$ cat src/rtl/tqvp_arb_pkg.sv
// Shared encodings, FSM state type and read-data width masking for the
// two-requester register bus arbiter.
package tqvp_arb_pkg;

    localparam int DATA_W = 32;
    localparam int ADDR_W = 6;

    localparam logic [1:0] TXN_BYTE = 2'b00;
    localparam logic [1:0] TXN_HALF = 2'b01;
    localparam logic [1:0] TXN_WORD = 2'b10;
    localparam logic [1:0] TXN_IDLE = 2'b11;

    localparam logic [DATA_W-1:0] ERR_DATA = 32'hFFFF_FFFF;

    typedef enum logic [1:0] {
        ST_IDLE  = 2'd0,
        ST_ISSUE = 2'd1,
        ST_RESP  = 2'd2
    } arb_state_t;

    function automatic logic [DATA_W-1:0] width_mask(input logic [1:0]        width,
                                                     input logic [DATA_W-1:0] data);
        case (width)
            TXN_BYTE: width_mask = {24'h0, data[7:0]};
            TXN_HALF: width_mask = {16'h0, data[15:0]};
            default:  width_mask = data;
        endcase
    endfunction

endpackage

$ cat src/rtl/tqvp_arb_timeout.sv
// Read-wait timeout counter: load starts the count at the first ISSUE cycle,
// expired flags that the configured number of ISSUE cycles has been reached.
module tqvp_arb_timeout (
    input  logic       clk,
    input  logic       rst,
    input  logic       load,
    input  logic       count,
    input  logic [7:0] limit,
    output logic       expired
);

    logic [7:0] cnt;

    always_ff @(posedge clk) begin
        if (rst) begin
            cnt <= 8'd0;
        end else if (load) begin
            cnt <= 8'd1;
        end else if (count) begin
            cnt <= cnt + 8'd1;
        end
    end

    assign expired = (cnt == limit);

endmodule

$ cat src/rtl/tqvp_reg_bus_arbiter.sv
// Round-robin arbiter sharing one register bus between two requesters.
// Define TQVP_ARB_TIMEOUT_EN to abort reads after TIMEOUT_CYCLES ISSUE cycles.
module tqvp_reg_bus_arbiter
    import tqvp_arb_pkg::*;
#(
    parameter int TIMEOUT_CYCLES = 64
) (
    input  logic        clk,
    input  logic        rst,
    input  logic [5:0]  req0_address,
    input  logic [31:0] req0_data_in,
    input  logic [1:0]  req0_write_n,
    input  logic [1:0]  req0_read_n,
    output logic [31:0] req0_data_out,
    output logic        req0_ready,
    output logic        req0_err,
    input  logic [5:0]  req1_address,
    input  logic [31:0] req1_data_in,
    input  logic [1:0]  req1_write_n,
    input  logic [1:0]  req1_read_n,
    output logic [31:0] req1_data_out,
    output logic        req1_ready,
    output logic        req1_err,
    output logic [5:0]  address,
    output logic [31:0] data_in,
    output logic [1:0]  data_write_n,
    output logic [1:0]  data_read_n,
    input  logic [31:0] data_out,
    input  logic        data_ready
);

    if (TIMEOUT_CYCLES < 2 || TIMEOUT_CYCLES > 255) begin : g_bad_timeout
        $error("TIMEOUT_CYCLES must be within 2..255");
    end

    arb_state_t        state, state_nxt;
    logic [1:0]        req_active;
    logic              any_req;
    logic              grant_sel, grant, last_grant;
    logic [ADDR_W-1:0] sel_address;
    logic [DATA_W-1:0] sel_data;
    logic              sel_write;
    logic [1:0]        sel_width;
    logic              lat_write;
    logic [1:0]        lat_width;
    logic              timeout, issue_done;

    logic [ADDR_W-1:0] address_d;
    logic [DATA_W-1:0] data_in_d;
    logic [1:0]        data_write_n_d, data_read_n_d;
    logic [1:0]        ready_d, ready_q, err_d, err_q;
    logic [DATA_W-1:0] rdata_d [2];
    logic [DATA_W-1:0] rdata_q [2];

    // Request decode and round-robin pick; writes take priority over reads.
    always_comb begin
        req_active[0] = (req0_write_n != TXN_IDLE) || (req0_read_n != TXN_IDLE);
        req_active[1] = (req1_write_n != TXN_IDLE) || (req1_read_n != TXN_IDLE);
        any_req       = |req_active;
        grant_sel     = (&req_active) ? ~last_grant : req_active[1];
        if (grant_sel) begin
            sel_address = req1_address;
            sel_data    = req1_data_in;
            sel_write   = (req1_write_n != TXN_IDLE);
            sel_width   = sel_write ? req1_write_n : req1_read_n;
        end else begin
            sel_address = req0_address;
            sel_data    = req0_data_in;
            sel_write   = (req0_write_n != TXN_IDLE);
            sel_width   = sel_write ? req0_write_n : req0_read_n;
        end
    end

`ifdef TQVP_ARB_TIMEOUT_EN
    logic tmo_load, tmo_count, tmo_expired;

    assign tmo_load  = (state == ST_IDLE) && any_req && !sel_write;
    assign tmo_count = (state == ST_ISSUE) && !lat_write;

    tqvp_arb_timeout u_timeout (
        .clk     (clk),
        .rst     (rst),
        .load    (tmo_load),
        .count   (tmo_count),
        .limit   (8'(TIMEOUT_CYCLES)),
        .expired (tmo_expired)
    );

    // data_ready on the final counted cycle still completes normally.
    assign timeout = tmo_count && !data_ready && tmo_expired;
`else
    assign timeout = 1'b0;
`endif

    assign issue_done = lat_write || data_ready || timeout;

    always_ff @(posedge clk) begin
        if (rst) begin
            state <= ST_IDLE;
        end else begin
            state <= state_nxt;
        end
    end

    always_comb begin
        state_nxt = state;
        case (state)
            ST_IDLE:  if (any_req) state_nxt = ST_ISSUE;
            ST_ISSUE: if (issue_done) state_nxt = ST_RESP;
            default:  state_nxt = ST_IDLE;
        endcase
    end

    // Next values of the registered outputs.
    always_comb begin
        address_d      = address;
        data_in_d      = data_in;
        data_write_n_d = TXN_IDLE;
        data_read_n_d  = TXN_IDLE;
        ready_d        = 2'b00;
        err_d          = 2'b00;
        rdata_d[0]     = '0;
        rdata_d[1]     = '0;
        case (state)
            ST_IDLE: begin
                if (any_req) begin
                    address_d = sel_address;
                    data_in_d = sel_data;
                    if (sel_write) data_write_n_d = sel_width;
                    else           data_read_n_d  = sel_width;
                end
            end
            ST_ISSUE: begin
                if (!issue_done) begin
                    data_read_n_d = lat_width;
                end else begin
                    ready_d[grant] = 1'b1;
                    err_d[grant]   = timeout;
                    if (!lat_write)
                        rdata_d[grant] = width_mask(lat_width, timeout ? ERR_DATA : data_out);
                end
            end
            default: ;
        endcase
    end

    always_ff @(posedge clk) begin
        if (rst) begin
            grant        <= 1'b0;
            last_grant   <= 1'b1;
            lat_write    <= 1'b0;
            lat_width    <= TXN_IDLE;
            address      <= '0;
            data_in      <= '0;
            data_write_n <= TXN_IDLE;
            data_read_n  <= TXN_IDLE;
            ready_q      <= 2'b00;
            err_q        <= 2'b00;
            rdata_q[0]   <= '0;
            rdata_q[1]   <= '0;
        end else begin
            if (state == ST_IDLE && any_req) begin
                grant     <= grant_sel;
                lat_write <= sel_write;
                lat_width <= sel_width;
            end
            if (state == ST_RESP) last_grant <= grant;
            address      <= address_d;
            data_in      <= data_in_d;
            data_write_n <= data_write_n_d;
            data_read_n  <= data_read_n_d;
            ready_q      <= ready_d;
            err_q        <= err_d;
            rdata_q[0]   <= rdata_d[0];
            rdata_q[1]   <= rdata_d[1];
        end
    end

    assign req0_ready    = ready_q[0];
    assign req1_ready    = ready_q[1];
    assign req0_err      = err_q[0];
    assign req1_err      = err_q[1];
    assign req0_data_out = rdata_q[0];
    assign req1_data_out = rdata_q[1];

endmodule

$ cat config.mk
export PLATFORM = sky130hd
export DESIGN_NAME = tqvp_reg_bus_arbiter
export DESIGN_NICKNAME = d
export VERILOG_FILES = /design/src/rtl/tqvp_arb_pkg.sv /design/src/rtl/tqvp_arb_timeout.sv /design/src/rtl/tqvp_reg_bus_arbiter.sv
export SDC_FILE = /design/constraint.sdc
export NUM_CORES = 1
export LEC_CHECK = 0
export ABC_CLOCK_PERIOD_IN_PS = 1600
export CAP_MARGIN = 20
export CORE_MARGIN = 2
export CORE_UTILIZATION = 38
export CTS_CLUSTER_SIZE = 16
export DETAILED_ROUTE_END_ITERATION = 6
export PLACE_DENSITY = 0.88
export SYNTH_ARGS = -nofsm -noshare
export SYNTH_HDL_FRONTEND = slang
export SYNTH_SLANG_ARGS = --single-unit
export TNS_END_PERCENT = 1
$ cat constraint.sdc
create_clock -name clk -period 1.6 [get_ports clk]
set_input_delay 0.24 -clock clk [delete_from_list [all_inputs] [get_ports clk]]
set_output_delay 0.24 -clock clk [all_outputs]
set_load 0.02 [all_outputs]
==> out/qor.yml, run 1 <==
power.density_mw_per_mm2: 1250
drt_iter0_markers: 139
swShare_pct: 28.6
worstHoldEndpoint: "state[1]"
finalCriticalPeriod_ns: 1.48
timing.hold.ws_ns: 0.112
dr_wl_met2_um: 7100
dr.pass1.iters: 5
vias: 4168
core_area_mm2: 0.0104
worst_slack_ns: 0.115
synth_common_cells: "115 x dfxtp_1, 110 x nor2_1, 67 x nand2_1, 43 x a21oi_1, 20 x a211oi_2"
worstPathCellList: "nor2_1 -> o21a_1 -> buf_12 -> nor2_1 -> a211oi_1"
synthAdderAreaFrac_pct: 0
critPathCaptureType: "flop"
fill_cells: 849
clk_latency_ns: 0.50
fmax_mhz: 674
r2r-start: "state[0]"
netlist_top_cells_area: "dfxtp_1 56%, nor2_1 10%, nand2_1 6.1%"
clock-root-buffer: "clkbuf_8"
startpoint: "state[0]"
hold_depth: 3
syn_area_mm2: 0.00410
synth_flop_cell: "dfxtp_1"
n_antenna_cell: 0
drc: 0
combPwrFrac_pct: 21.5
layout.nets: 813
rows: 37
ys_seq_area_share_pct: 56.2
track_usage_pct: 23.0
rsz0062_at_grt: "no"
hold_path_class: "in -> reg"
synth_top_area_share_pct: 56.2
postCtsSetupRepairBufs: 0
clk_pin_slew_worst_paths_ns: 0.06
ys_ff_latch: 115
wl_met1_um: 4870
wl_per_cell_um: 16.0
yosys_warnings: 0
synth_area_per_cell_um2: 8.93
ir_drop_mv: 0.609
r2r_slack_ns: 0.12
antenna_found_initial: 0
die_area_mm2: 0.0116
cts_tree: "built"
io_pins: 229
rr_worst_depth: 5
synthSimpleGateAreaFrac_pct: 19.6
cpPeakStageDelay_ns: 0.32
async_flop_share_pct: 0
critPathBufInv: 1
crit_path_frequent_cell: "nor2_1"
port-buffer-count: 226
worstPathMaxFanout: 33
cp_slowest_cell: "dfxtp_1"
post-dp-hpwl_um: 9870
regToRegEndpoint: "data_in[30]"
start_util_pct: 39.3
grt_pass1_vias: 4281
critPathKind: "reg -> reg"
p_total_mw: 8.88
syn-instance-count: 459
arrival_ns: 1.88
gp_congestion: 0.872
synth_top_family_by_area: "simple AND/OR/NAND/NOR gates"
p_leak_nw: 3.31
fin_util_pct: 68.0
cts_buffers: 17
dp_slack_ns: -0.336
grt_max_degree: 34
fin_crit_sh_pct: 92.8
drt_wl_total_um: 13500
cap_violations: 0
area_delta_synth_final_pct: 72.9
highest_layer: "met4"
skew_ns: 0.00955
finalSetupViolations: 0
finalHoldViolCount: 0
synth_xor_area_share_pct: 0
chipWidth_um: 108
synth_compound_area_share_pct: 19.2
final_max_slew_viol_count: 0
switchingPower_mw: 2.54
vias_per_cell: 4.94
critPathRequiredTime_ns: 2.00
route.met3.wl_um: 1230
min_from: "rst"
critPathTopFamily: "compound AO/OA/AOI/OAI gates"
synthMuxAreaShare_pct: 0
grt_pass1_wl_um: 20700
die_h_um: 108
yosys.area.top_type: "dfxtp_1"
synth_cell_types: 34
synth.most_common_cell: "dfxtp_1"
cts_max_path_buffers: 2
drive_gt1_share_pct: 11.3
intPower_mw: 6.34
grt-ovfl-total: 0
cts-htree-levels: 4
power_frac_seq_pct: 36.1
postRouteAntennaNets: 0
pwr-share-clk_pct: 42.4
synth_edf_count: 0
clock-sinks: 115
status: "finished clean"
start_kind: "flop"
power by group through the flow:
stage	logic, mW	clock network, mW	registers, mW
floorplan	0.808	0	3.49
global placement	1.98	0	3.25
global route	2.06	3.99	3.23
finish	1.91	3.77	3.20
detailed placement	2.04	0	3.27
CTS	1.92	3.83	3.20
final cells by class:
cell class                      count  area (um2)  share of cell area (%)
Timing Repair Buffer              250        2390                    33.7
Sequential cell                   115        2300                    32.5
Multi-Input combinational cell    306        1610                    22.7
Clock buffer                       18         418                    5.90
Clock inverter                     14         178                    2.51
Tap cell                          136         170                    2.40
Inverter                            4        15.0                   0.212
worst max path at each step:
stage	to	cells past startpoint	slack, ns
finish	data_in[30]	5	0.12
global route	address[3]	5	0.01
CTS	data_in[28]	5	0.11
detailed placement	address[3]	6	-0.34
global placement	data_in[8]	6	-0.23
floorplan	data_read_n[0]	6	0.28
layer usage:
| metal | global-route usage (%) | up-vias |
|---|---|---|
| met2 | 43.3 | 202 |
| met3 | 7.63 | 29 |
| li1 | - | 1995 |
| met4 | 9.80 | 0 |
| met5 | 0 | - |
| met1 | 22.9 | 1942 |
registers in the layout, summed over array words and instances (netlist names):
register	cells
address	6
data_in	32
data_read_n	2
data_write_n	2
grant	1
last_grant	1
lat_width	2
lat_write	1
rdata_q	64
ready_q	2
state	2
cells by family after synthesis:
| kind of cell | after synthesis |
|---|---|
| compound gates | 106 |
| buf+inv | 39 |
| flops | 115 |
| other cells | 1 |
| simple gates | 198 |
tightest hold or removal path, stage by stage:
cell and delay [ns]:
buf_2 0.09, nor3b_1 0.05, and2b_1 0.17
what timing repair did:
item | CTS | global route
hold buffers | 0 | 0
setup endpoints to repair | 108 | 0
resized for setup | 108 | 0
endpoints found under the hold margin | 0 | 0
metrics by stage:
step | cells | TNS, ns | instance area [um2]
after global placement | 811 | -8.05 | 6620
after global routing | 843 | 0 | 7080
after floorplan | 460 | 0 | 4100
after CTS | 843 | 0 | 7080
final | 843 | 0 | 7080
after detailed placement | 811 | -11.44 | 6620
cells in the final DEF, fill, tap and decap left out, types with 7 or more instances in the layout:
master           instances
clkdlybuf4s50_1        117
dfxtp_1                115
nor2_1                 110
dlygate4sd2_1          108
nand2_1                 67
a21oi_1                 43
a211oi_2                20
a211oi_1                19
buf_4                   17
clkbuf_16               16
nand2b_1                 9
buf_12                   7
Power figures use the tool's default switching activity.
==> inputs of run 2 (changes only) <==
==> constraint.sdc (replaced) <==
create_clock -name clk -period 1.6 [get_ports clk]
set_input_delay 0.24 -clock clk [delete_from_list [all_inputs] [get_ports clk]]
set_output_delay 0.24 -clock clk [all_outputs]
set_load 0.005 [all_outputs]
==> run 2 against run 1 <==
Critical path depth decreased by 4. Total power decreased by 1.9%. Combinational power decreased by 9.9%. Largest cell class unchanged. Final area increased by 2.6%. Clock skew about the same. Setup slack got worse by 0.10 ns. Flip-flop and latch count unchanged. Sequential power about the same. Register-to-register slack about the same. Final cell count unchanged.
==> out/qor.yml, run 2 (synthesized netlist as in run 1, its figures left out) <==
status: "finished clean"
cpPeakStageDelay_ns: 0.51
worstPathMaxFanout: 1
highest_layer: "met4"
antenna_found_initial: 0
cts_tree: "built"
critPathTopFamily: "buffers and inverters"
clock-root-buffer: "clkbuf_8"
p_leak_nw: 3.51
post-dp-hpwl_um: 9870
timing.hold.ws_ns: 0.111
final_max_slew_viol_count: 0
fin_area_mm2: 0.00727
n_antenna_cell: 0
critPathCaptureType: "output pin"
largest-register: "rdata_q"
cap_violations: 0
start_util_pct: 39.3
worst_slack_ns: 0.0156
r2r-start: "state[0]"
clock-sinks: 115
dr.pass1.iters: 6
hold_path_class: "in -> reg"
drive_gt1_share_pct: 12.2
route.met3.wl_um: 1180
postCtsSetupRepairBufs: 0
grt_pass1_vias: 4257
cts-htree-levels: 4
grt_pass1_wl_um: 20600
startpoint: "rdata_q[0][28]"
rows: 37
cts_buffers: 17
rr_worst_depth: 5
area_delta_synth_final_pct: 77.4
wl_per_cell_um: 16.2
critPathKind: "reg -> out"
regToRegEndpoint: "address[0]"
clk_latency_ns: 0.50
power.density_mw_per_mm2: 1200
dp_slack_ns: -0.336
stdcell_count: 843
placed_cell_area_mm2: 0.00662
ir_drop_mv: 0.610
tns_ns: 0
dr_wl_met2_um: 7240
cp_slowest_cell: "clkdlybuf4s50_1"
vias_per_cell: 4.96
p_total_mw: 8.71
start_kind: "flop"
crit_cells: 1
core_area_mm2: 0.0104
finalHoldViolCount: 0
drt_wl_total_um: 13700
track_usage_pct: 22.9
drc: 0
drt_iter0_markers: 166
layout.nets: 813
grt_max_degree: 34
gp_congestion: 0.872
die_h_um: 108
skew_ns: 0.00986
final_common_cell: "clkdlybuf4s50_1"
endpoint: "req0_data_out[28]"
dp_cells: 811
wl_met1_um: 4910
critPathRequiredTime_ns: 1.36
worstPathCellList: "clkdlybuf4s50_1"
die_area_mm2: 0.0116
fin_crit_sh_pct: 99.0
port-buffer-count: 226
cts_max_path_buffers: 2
postRouteAntennaNets: 0
critPathBufInv: 1
final_cell_mix: "159 x clkdlybuf4s50_1, 110 x nor2_1, 109 x dfxtp_1, 67 x nand2_1, 43 x a21oi_1"
fin_util_pct: 69.8
grt-ovfl-total: 0
arrival_ns: 1.34
fmax_mhz: 631
finalSetupViolations: 0
clk_pin_slew_worst_paths_ns: 0.06
largest_reg_flops: 64
finalCriticalPeriod_ns: 1.58
chipWidth_um: 108
hold_depth: 3
io_pins: 229
top_regs: "rdata_q x64, data_in x32, address x6"
vias: 4178
r2r_slack_ns: 0.13
-- run 2: worst min path at each step --
stage,from,to,slack [ns]
2_1_floorplan,data_out[8],rdata_q[0][40],0.38
3_3_place_gp,data_in[9],data_in[9],0.49
3_5_place_dp,data_in[29],data_in[29],0.50
4_1_cts,rst,state[1],0.09
5_1_grt,rst,state[1],0.11
6_report,rst,state[1],0.11
-- run 2: repair_timing --
action / in CTS / in global routing
hold buffers: 0 / 0
endpoints found under the setup margin: 37 / 35
resized for setup: 37 / 35
endpoints found under the hold margin: 0 / 0
-- run 2: cell type report --
cell class                 instances  area [um2]
multi-input combinational        306        1610
clock buffer                      18         418
sequential                       115        2310
tap                              136         170
fill                             768        3150
inverter                           4        15.0
timing repair buffer             250        2570
clock inverter                    14         178
-- run 2: worst min-delay path: stages --
cell     delay (ns)
buf_2          0.09
nor3b_1        0.05
and2b_1        0.17
-- run 2: power by group --
group	internal [mW]	switching [mW]	total (mW)
Clock	2.39	1.38	3.78
Sequential	3.09	0.115	3.21
Combinational	0.896	0.825	1.72
Total	6.38	2.32	8.71
-- run 2: layer usage --
layer  vias up  global-route usage, %
met4         0                   9.98
li1       1992                      -
met2       217                   42.8
met3        32                   7.57
met1      1937                   22.9
met5         -                      0
==> inputs of run 3 (changes only) <==
--- a/config.mk
+++ b/config.mk
@@ -14,5 +14,6 @@
 export PLACE_DENSITY = 0.88
 export SYNTH_ARGS = -nofsm -noshare
 export SYNTH_HDL_FRONTEND = slang
+export SYNTH_HIERARCHICAL = 1
 export SYNTH_SLANG_ARGS = --single-unit
 export TNS_END_PERCENT = 1
==> constraint.sdc (replaced) <==
create_clock -name clk -period 1.6 [get_ports clk]
set_input_delay 0.32 -clock clk [delete_from_list [all_inputs] [get_ports clk]]
set_output_delay 0.32 -clock clk [all_outputs]
set_load 0.005 [all_outputs]
==> run 3 against run 2 <==
Clock power barely moved. Combinational power fell by 3%. Register-to-register slack about the same. Setup slack better by 0.079 ns. Sequential share of layout area rose by 0.70 points. Count of clock-buffer cells in the layout stayed put. Critical path depth is 6 higher. Sequential power hardly changed. Global-route usage shrank 1.5 points. Clock skew up 0.00063 ns. Die area unchanged. Critical path type is now in -> reg.
==> out/qor.yml, run 3 <==
status: "finished clean"
largest-register: "rdata_q"
n_antenna_cell: 0
tns_ns: 0
clk_latency_ns: 0.49
netlist_top_cells_area: "dfxtp_1 56%, nor2_1 10%, nand2_1 6.1%"
critPathCaptureType: "flop"
grt_max_degree: 34
finalHoldViolCount: 0
postRouteAntennaNets: 0
final_common_cell: "clkdlybuf4s50_1"
synth_top_area_share_pct: 56.2
dp_cells: 812
synth.most_common_cell: "dfxtp_1"
ys_ff_latch: 115
wl_per_cell_um: 14.9
postCtsSetupRepairBufs: 0
worst_slack_ns: 0.0948
rr_worst_depth: 5
yosys.area.top_type: "dfxtp_1"
fin_area_mm2: 0.00710
start_kind: "input port"
layout.nets: 814
cts_max_path_buffers: 2
drt_iter0_markers: 202
cpPeakStageDelay_ns: 0.50
track_usage_pct: 21.4
cts-htree-levels: 4
cts_buffers: 17
synth_common_cells: "115 x dfxtp_1, 110 x nor2_1, 67 x nand2_1, 43 x a21oi_1, 20 x a211oi_2"
cts_tree: "built"
die_h_um: 108
stdcell_count: 844
worstPathMaxFanout: 28
r2r-start: "state[0]"
dr.pass1.iters: 7
clock-root-buffer: "clkbuf_8"
vias: 4169
largest_reg_flops: 64
clk_pin_slew_worst_paths_ns: 0.06
grt-ovfl-total: 0
fmax_mhz: 664
io_pins: 229
grt_pass1_vias: 4152
syn_area_mm2: 0.00410
synth_area_per_cell_um2: 8.93
p_total_mw: 8.63
async_flop_share_pct: 0
drive_gt1_share_pct: 12.0
rows: 37
timing.hold.ws_ns: 0.232
skew_ns: 0.0105
cap_violations: 0
chipWidth_um: 108
finalCriticalPeriod_ns: 1.51
worstHoldEndpoint: "state[1]"
synth_cell_types: 34
fill_cells: 807
clock-sinks: 115
final_max_slew_viol_count: 0
area_delta_synth_final_pct: 73.3
regToRegEndpoint: "data_in[29]"
finalSetupViolations: 0
hold_depth: 3
post-dp-hpwl_um: 9380
placed_cell_area_mm2: 0.00663
fin_crit_sh_pct: 94.1
critPathKind: "in -> reg"
syn-instance-count: 459
ir_drop_mv: 0.550
core_area_mm2: 0.0104
port-buffer-count: 226
start_util_pct: 39.3
drt_wl_total_um: 12600
hold_path_class: "in -> reg"
critPathBufInv: 3
top_regs: "rdata_q x64, data_in x32, address x6"
fin_util_pct: 68.2
die_area_mm2: 0.0116
antenna_found_initial: 0
synth_flop_cell: "dfxtp_1"
grt_pass1_wl_um: 19700
rsz0062_at_grt: "no"
critPathRequiredTime_ns: 1.99
gp_congestion: 0.803
arrival_ns: 1.89
drc: 0
worstPathCellList: "clkdlybuf4s50_1 -> nand4_2 -> buf_4 -> o21ai_4 -> buf_12 -> a21oi_1 -> a211oi_1"
vias_per_cell: 4.94
dp_slack_ns: -0.429
min_from: "rst"
synth_edf_count: 0
final_cell_mix: "116 x clkdlybuf4s50_1, 112 x dfxtp_1, 110 x nor2_1, 108 x dlygate4sd2_1, 67 x nand2_1"
power.density_mw_per_mm2: 1210
cp_slowest_cell: "clkdlybuf4s50_1"
r2r_slack_ns: 0.14
critPathTopFamily: "buffers and inverters"
yosys_warnings: 6
p_leak_nw: 3.33
ys_seq_area_share_pct: 56.2
run 3: per-layer routing:
| layer | up-vias | routed length (um) | track usage [%] |
|---|---|---|---|
| met1 | 1946 | 4880 | 23.1 |
| met4 | 0 | 207 | 7.78 |
| met5 | - | 0 | 0 |
| met2 | 203 | 6460 | 39.5 |
| met3 | 20 | 1030 | 6.05 |
| li1 | 2000 | - | - |
run 3: timing repair:
item,4_1_cts,5_1_grt
pin swaps,0,0
resized for setup,111,2
cloned,0,0
hold buffers,0,0
setup endpoints to repair,108,2
run 3: kinds of logic after synthesis:
family | count (synthesis) | share of synthesized area, %
compound gates | 106 | 19.2
flops | 115 | 56.2
buf+inv | 39 | 4.89
other cells | 1 | 0.0915
simple gates | 198 | 19.6
run 3: worst max-delay path by stage:
stage / startpoint / endpoint / slack [ns] / depth (start not counted)
after CTS: req0_write_n[1] / address[2] / 0.08 / 7
after detailed placement: req0_write_n[1] / address[1] / -0.43 / 7
after global routing: req1_read_n[1] / data_in[2] / 0.06 / 6
final: req0_read_n[1] / data_in[29] / 0.09 / 7
after floorplan: state[0] / data_read_n[0] / 0.28 / 6
after global placement: req1_read_n[0] / data_in[25] / -0.31 / 6
run 3: cell type report:
cell class                 instances  area [um2]  area share [%]
sequential                       115        2310            32.5
timing repair buffer             251        2400            33.8
inverter                           4        15.0           0.211
multi-input combinational        306        1620            22.7
clock inverter                    14         179            2.52
clock buffer                      18         418            5.88
tap                              136         170            2.40
run 3: worst min-delay path: cells and delay by family:
kind	cells	cell delay, ns
and+or+nand+nor	2	0.24
buffers and inverters	1	0.10
run 3: report_power, final:
| group | internal [mW] | switching (mW) | leakage [nW] |
|---|---|---|---|
| Combinational | 0.856 | 0.809 | 2.10 |
| Sequential | 3.09 | 0.105 | 0.941 |
| Clock | 2.40 | 1.37 | 0.288 |
| Total | 6.34 | 2.29 | 3.33 |
